File: src/rtl/axi_strobed_arbiter_pkg.sv
// ---------------------------------------------------------------------------
// axi_strobed_arbiter_pkg
//   Shared types and helpers for the strobed AXI-Stream arbiter.
//   - lock_state_e : packet-lock state (open / held on one channel)
//   - slot_kind_e  : what a strobe slot resolves to in a given cycle
//   - sat_inc16    : saturating 16-bit increment for the underrun counter
//   - wrap_index   : (base + offset) mod modulus for offset <= modulus
// ---------------------------------------------------------------------------
package axi_strobed_arbiter_pkg;

    typedef enum logic {
        LOCK_OPEN = 1'b0,
        LOCK_HELD = 1'b1
    } lock_state_e;

    typedef enum logic [1:0] {
        SLOT_NONE     = 2'd0,  // no slot this cycle (no tick, or held in reset/clear)
        SLOT_IDLE     = 2'd1,  // slot with nothing eligible to send
        SLOT_XFER     = 2'd2,  // slot carries a beat from the granted channel
        SLOT_UNDERRUN = 2'd3   // locked channel had no beat ready mid-packet
    } slot_kind_e;

    localparam logic [15:0] UNDERRUN_MAX = 16'hFFFF;

    function automatic logic [15:0] sat_inc16(input logic [15:0] value);
        return (value == UNDERRUN_MAX) ? value : value + 16'd1;
    endfunction

    // Cheap modulo: callers guarantee base < modulus and offset <= modulus,
    // so a single conditional subtract is enough.
    function automatic int wrap_index(input int base, input int offset, input int modulus);
        int sum;
        sum = base + offset;
        return (sum >= modulus) ? sum - modulus : sum;
    endfunction

endpackage

File: src/rtl/axi_rr_select.sv
// ---------------------------------------------------------------------------
// axi_rr_select
//   Purely combinational round-robin picker. Searches req_i starting at
//   last_grant_i+1 (wrapping) and returns the first requesting index.
//   Ports:
//     req_i         in  NUM_INPUTS       request vector
//     last_grant_i  in  $clog2(NUM)      most recently granted index
//     grant_valid_o out 1                at least one request present
//     grant_idx_o   out $clog2(NUM)      chosen index (0 when none)
// ---------------------------------------------------------------------------
module axi_rr_select
    import axi_strobed_arbiter_pkg::*;
#(
    parameter int NUM_INPUTS = 4
) (
    input  logic [NUM_INPUTS-1:0]         req_i,
    input  logic [$clog2(NUM_INPUTS)-1:0] last_grant_i,
    output logic                          grant_valid_o,
    output logic [$clog2(NUM_INPUTS)-1:0] grant_idx_o
);

    localparam int IDX_W = $clog2(NUM_INPUTS);

    logic [IDX_W-1:0] cand;

    // NOTE: every output of a combinational block gets a default before any
    // conditional assignment; a path that skips an assignment infers a latch.
    always_comb begin
        grant_valid_o = 1'b0;
        grant_idx_o   = '0;
        cand          = '0;
        // Offset NUM_INPUTS lands back on last_grant_i itself, so a lone
        // requester that was also the last winner is still found.
        for (int off = 1; off <= NUM_INPUTS; off++) begin
            cand = IDX_W'(wrap_index(int'(last_grant_i), off, NUM_INPUTS));
            if (!grant_valid_o && req_i[cand]) begin
                grant_valid_o = 1'b1;
                grant_idx_o   = cand;
            end
        end
    end

endmodule

File: src/rtl/axi_strobed_arbiter.sv
// ---------------------------------------------------------------------------
// axi_strobed_arbiter
//   Rate-paced packet arbiter: a rate counter opens one strobe slot every
//   out_rate enabled cycles; each slot moves at most one beat from one of
//   NUM_INPUTS AXI-Stream inputs to a registered strobed output. Packets are
//   never interleaved: after a non-last beat the winning channel is locked
//   until its last beat, and a locked slot with no beat ready is reported as
//   an underrun.
//   Ports:
//     clk, reset (async, active-high), clear (sync)   clock / resets
//     enable        in   allow slots to be generated
//     out_rate      in   CNT_W  cycles per slot (0 and 1 mean every cycle)
//     i_tdata       in   NUM_INPUTS*WIDTH, channel 0 in the LSBs
//     i_tlast/valid in   NUM_INPUTS
//     i_tready      out  NUM_INPUTS, one-hot or zero, only in slot cycles
//     out_stb/last  out  beat strobe and end-of-packet, one cycle after slot
//     out_data      out  WIDTH;  out_chan out source channel
//     error         out  one-cycle underrun pulse; underrun_cnt out 16-bit sat
// ---------------------------------------------------------------------------
module axi_strobed_arbiter
    import axi_strobed_arbiter_pkg::*;
#(
    parameter int WIDTH      = 32,
    parameter int NUM_INPUTS = 4,
    parameter int MIN_RATE   = 256
) (
    input  logic                          clk,
    input  logic                          reset,
    input  logic                          clear,
    input  logic                          enable,
    input  logic [$clog2(MIN_RATE):0]     out_rate,
    input  logic [NUM_INPUTS*WIDTH-1:0]   i_tdata,
    input  logic [NUM_INPUTS-1:0]         i_tlast,
    input  logic [NUM_INPUTS-1:0]         i_tvalid,
    output logic [NUM_INPUTS-1:0]         i_tready,
    output logic                          out_stb,
    output logic                          out_last,
    output logic [WIDTH-1:0]              out_data,
    output logic [$clog2(NUM_INPUTS)-1:0] out_chan,
    output logic                          error,
    output logic [15:0]                   underrun_cnt
);

    localparam int CNT_W = $clog2(MIN_RATE) + 1;
    localparam int CH_W  = $clog2(NUM_INPUTS);
    localparam logic [CH_W-1:0] LAST_GRANT_INIT = CH_W'(NUM_INPUTS - 1);

    // Registered state
    logic [CNT_W-1:0] cnt_q,          cnt_d;
    lock_state_e      lock_q,         lock_d;
    logic [CH_W-1:0]  last_grant_q,   last_grant_d;
    logic             out_stb_q,      out_stb_d;
    logic             out_last_q,     out_last_d;
    logic [WIDTH-1:0] out_data_q,     out_data_d;
    logic [CH_W-1:0]  out_chan_q,     out_chan_d;
    logic             error_q,        error_d;
    logic [15:0]      underrun_cnt_q, underrun_cnt_d;

    // Slot decision
    logic             tick;
    logic             rr_valid;
    logic [CH_W-1:0]  rr_idx;
    logic [CH_W-1:0]  grant_idx;
    slot_kind_e       slot;

    // ">=" rather than "==" so a lowered out_rate (or 0) fires at once
    // instead of waiting for the counter to wrap.
    assign tick = enable && (cnt_q >= out_rate);

    axi_rr_select #(
        .NUM_INPUTS    (NUM_INPUTS)
    ) u_rr_select (
        .req_i         (i_tvalid),
        .last_grant_i  (last_grant_q),
        .grant_valid_o (rr_valid),
        .grant_idx_o   (rr_idx)
    );

    // While locked, last_grant_q is by construction the locked channel (it
    // only changes on a transfer, and only that channel can transfer), so no
    // separate lock-channel register is kept.
    always_comb begin
        slot      = SLOT_NONE;
        grant_idx = rr_idx;
        if (lock_q == LOCK_HELD) begin
            grant_idx = last_grant_q;
        end
        // Slots are suppressed during reset/clear so no source sees a
        // handshake for a beat that would be thrown away.
        if (tick && !reset && !clear) begin
            if (lock_q == LOCK_HELD) begin
                slot = i_tvalid[last_grant_q] ? SLOT_XFER : SLOT_UNDERRUN;
            end else begin
                slot = rr_valid ? SLOT_XFER : SLOT_IDLE;
            end
        end
    end

    always_comb begin
        i_tready = '0;
        if (slot == SLOT_XFER) begin
            i_tready[grant_idx] = 1'b1;
        end
    end

    always_comb begin
        cnt_d          = cnt_q;
        lock_d         = lock_q;
        last_grant_d   = last_grant_q;
        out_stb_d      = (slot == SLOT_XFER);
        out_last_d     = out_last_q;
        out_data_d     = out_data_q;
        out_chan_d     = out_chan_q;
        error_d        = (slot == SLOT_UNDERRUN);
        underrun_cnt_d = underrun_cnt_q;

        if (enable) begin
            cnt_d = tick ? CNT_W'(1) : cnt_q + CNT_W'(1);
        end

        if (slot == SLOT_XFER) begin
            out_data_d   = i_tdata[int'(grant_idx)*WIDTH +: WIDTH];
            out_last_d   = i_tlast[grant_idx];
            out_chan_d   = grant_idx;
            last_grant_d = grant_idx;
            lock_d       = i_tlast[grant_idx] ? LOCK_OPEN : LOCK_HELD;
        end

        if (slot == SLOT_UNDERRUN) begin
            underrun_cnt_d = sat_inc16(underrun_cnt_q);
        end

        // Synchronous clear wins over everything and abandons any open packet.
        if (clear) begin
            cnt_d          = CNT_W'(1);
            lock_d         = LOCK_OPEN;
            last_grant_d   = LAST_GRANT_INIT;
            out_stb_d      = 1'b0;
            out_last_d     = 1'b0;
            out_data_d     = '0;
            out_chan_d     = '0;
            error_d        = 1'b0;
            underrun_cnt_d = '0;
        end
    end

    // NOTE: state registers use non-blocking assignments so every flop samples
    // the pre-edge value of every other flop, independent of statement order.
    always_ff @(posedge clk or posedge reset) begin
        if (reset) begin
            cnt_q          <= CNT_W'(1);
            lock_q         <= LOCK_OPEN;
            last_grant_q   <= LAST_GRANT_INIT;
            out_stb_q      <= 1'b0;
            out_last_q     <= 1'b0;
            out_data_q     <= '0;
            out_chan_q     <= '0;
            error_q        <= 1'b0;
            underrun_cnt_q <= '0;
        end else begin
            cnt_q          <= cnt_d;
            lock_q         <= lock_d;
            last_grant_q   <= last_grant_d;
            out_stb_q      <= out_stb_d;
            out_last_q     <= out_last_d;
            out_data_q     <= out_data_d;
            out_chan_q     <= out_chan_d;
            error_q        <= error_d;
            underrun_cnt_q <= underrun_cnt_d;
        end
    end

    assign out_stb      = out_stb_q;
    assign out_last     = out_last_q;
    assign out_data     = out_data_q;
    assign out_chan     = out_chan_q;
    assign error        = error_q;
    assign underrun_cnt = underrun_cnt_q;

endmodule

File: config.mk
export PLATFORM = sky130hd
export DESIGN_NAME = axi_strobed_arbiter
export DESIGN_NICKNAME = d
export VERILOG_FILES = /design/src/rtl/axi_strobed_arbiter_pkg.sv /design/src/rtl/axi_rr_select.sv /design/src/rtl/axi_strobed_arbiter.sv
export SDC_FILE = /design/constraint.sdc
export NUM_CORES = 1
export LEC_CHECK = 0
export BUFFER_PORTS_ARGS = -buffer_cell sky130_fd_sc_hd__clkbuf_2
export CAP_MARGIN = 20
export CORE_ASPECT_RATIO = 1.5
export CORE_MARGIN = 5
export CORE_UTILIZATION = 47
export CTS_BUF_LIST = sky130_fd_sc_hd__clkbuf_16
export CTS_CLUSTER_SIZE = 8
export DETAILED_ROUTE_END_ITERATION = 12
export GPL_TIMING_DRIVEN = 0
export PLACE_DENSITY = 0.81
export REMOVE_ABC_BUFFERS = 1
export SLEW_MARGIN = 20
export SYNTH_ARGS = -nofsm -noshare
export SYNTH_HDL_FRONTEND = slang
export SYNTH_HIERARCHICAL = 1
export SYNTH_SLANG_ARGS = --single-unit
export TNS_END_PERCENT = 100
File: constraint.sdc
create_clock -name clk -period 3.35 [get_ports clk]
set_input_delay 0.5025 -clock clk [delete_from_list [all_inputs] [get_ports clk]]
set_output_delay 0.5025 -clock clk [all_outputs]
set_load 0.03 [all_outputs]
==> metrics.txt <==
Die Height 128 um; Initial Util 47.3%; Total Neg Setup Slack 0 ps; number of global-route vias before repair 4898; Layout Utilization 63.8%; via count between 4000 and 5000; initial antenna violation count 0; fin. max-slew vios 0; TritonCTS Buffers 9; EDFF count, synth 0; hold crit path type input port to async pin; share of cells above drive strength 1 32.2%; global-route wire length before repair around 22000 um; final hold viol count 0; minimum clock period between 3000 and 4000 ps; largest cells by area after synthesis dfrtp_1, nand2_1, nand3_1, o21ai_0, ha_1; H-tree depth 3; Seq/Total Area, Yosys 37.7%; most frequent cells in the layout clkbuf_2, nand2_1, nand3_1; maximum VDD drop 0.393 mV; Synth top area share 35.8%; Synth Cell Area 0.00433 mm2; first drt pass iteration count 4; Worst Skew 8.89 ps; CP Data Arrival Time approximately 2700 ps; Avg Cell Area, Syn 7.34 um2; Period Utilization, post-route 95.0%; Power, Total about 0.0020 W; total routed wirelength 13300 um; Critical Path End Type output port; largest net degree at the start of global routing 67; Syn. warnings 6; Synth Flop Type dfrtp_1; reg2reg start cnt_q[0]; ANT cells 0; data required time of the worst path roughly 2900 ps; RSZ-0062 raised after global routing false; Placer Congestion 0.851; Max Cap Violations 0; outcome finished, final reports clean; critical path type flip-flop to output port; Die Wd about 90 um; Sink Count 65; Post-route DRC 0; Layout area overhead 34.9%; final setup vio count 0; Power Dens Cells 343 mW/mm2; GR Overflow Total 0; Synth Register Bits 65; worst r2r dst underrun_cnt[5]; GRT Resource Usage Total about 25%; Hold WS roughly 180 ps; DR WL/cell 15.0 um; Yosys top cell by area dfrtp_1; # fillers 840; Iter 0 DRT Violations 247; Core ar. 0.00915 mm2; worst relative slew slack 35.2%; CP Launch Type flip-flop; CTS Root Cell clkbuf_16; PortBufs 205; Avg Vias per Cell between 5 and 6; cell count of the worst reg-to-reg path 8; clk_lat worst skew 320 ps; Die Area 0.0113 mm2; clk slew on worst S/H paths around 50 ps; top achievable clock speed between 300 and 400 MHz; post-route ant nets 0; Worst Path Max Fanout 38; Async SR Flop Fraction 100%; P_leak 2.99 nW; number of distinct library cells after synthesis 56; most common cell after layout, fill and taps aside clkbuf_2; Final #Nets ~940; dpl hpwl 10300 um; CTS Buffer Depth 2; Gate Count Post-Synth around 600; FF-to-FF setup slack about 420 ps; Slew @ Worst Pin 965 ps; CTS tree done; Rows 43; io pins ~210
flip-flops by register name (all words and copies together), names as in the netlist:
signal and cells:
out_chan 2, out_stb 1, last_grant_q 2, cnt_q 9, out_last 1, error 1
out_data 32, underrun_cnt 16, lock_q 1
worst max-delay path: stages, from the launching register on:
cell and delay [ps]:
dfstp_2 560, inv_1 50, ha_1 270, nor2b_1 50, o21ai_2 220, a41oi_2 230
a21oi_4 250, buf_16 200, nand2_1 170, nor2_1 130, clkbuf_2 220
synthesized netlist by cell type (all sizes together), types with 2 or more instances:
cell and count:
nor4 3, a31oi 2, and3 5, nand2b 5
clkbuf 25, mux4 2, o21a 2, o211ai 3
nand3 105, or3 5, dfstp 3, o21ai 46
ha 11, and4 5, nor3b 2, dfrtp 62
nand4 3, buf 13, mux2i 5, nor3 3
a21oi 21, nand2 182, and2 5, mux2 5
nor2 16, o31ai 5, or4 6, inv 16
nor2b 3
cell families (layout without fill, tap and decap cells):
family          Yosys count  count (layout)  share of synthesized area [%]
compound gates           93              93                           13.0
xor+xnor                  1               1                          0.202
fa+ha+maj                11              11                           3.18
buf+inv                  55             245                           5.15
flops                    65              65                           37.7
mux                      12              12                           3.50
simple gates            353             353                           37.4
metrics by stage:
stage / instance area [um2] / worst slack (ps) / instances
4_1_cts: 5830 / 24.4 / 892
6_report: 5840 / 167 / 892
3_3_place_gp: 5340 / -3510 / 869
2_1_floorplan: 4170 / -1750 / 552
3_5_place_dp: 5520 / 140 / 875
5_1_grt: 5840 / 34.1 / 892
layout make-up:
cell class | count | area [um2] | area share (%)
clock inverter | 7 | 71.3 | 1.22
clock buffer | 9 | 225 | 3.86
sequential | 65 | 1630 | 27.9
timing repair buffer | 212 | 1180 | 20.2
inverter | 17 | 67.6 | 1.16
multi-input combinational | 470 | 2530 | 43.3
tap | 112 | 140 | 2.40
how the worst max path moves through the flow:
stage / from / endpoint / slack, ps / depth (start not counted)
2_1_floorplan: cnt_q[0] / i_tready[0] / -1750 / 8
3_3_place_gp: out_rate[2] / i_tready[0] / -3510 / 10
3_5_place_dp: out_rate[2] / i_tready[0] / 140 / 11
4_1_cts: last_grant_q[1] / i_tready[2] / 20 / 6
5_1_grt: cnt_q[0] / i_tready[1] / 30 / 10
6_report: cnt_q[0] / i_tready[1] / 170 / 10
layer usage:
layer / vias up / wire (um) / GRT usage, %
met1: 2189 / 5210 / 29.9
met2: 191 / 6770 / 41.6
met3: 31 / 901 / 4.77
met5: - / 0 / 0
met4: 0 / 449 / 11.0
li1: 2414 / - / -
report_power, final:
group / total, W / internal (W) / switching (W) / leakage, nW
combinational: 0.000297 / 0.000133 / 0.000164 / 1.96
clock: 0.000914 / 0.000574 / 0.000340 / 0.139
sequential: 0.000794 / 0.000790 / 0.00000425 / 0.897
what timing repair did:
item,in CTS,in global routing
hold endpoints to repair,0,0
pin swaps,1,0
gates resized for setup,2,2
hold buffers,0,0
buffers inserted,1,0
setup endpoints to repair,4,2
Power figures use the tool's default switching activity.
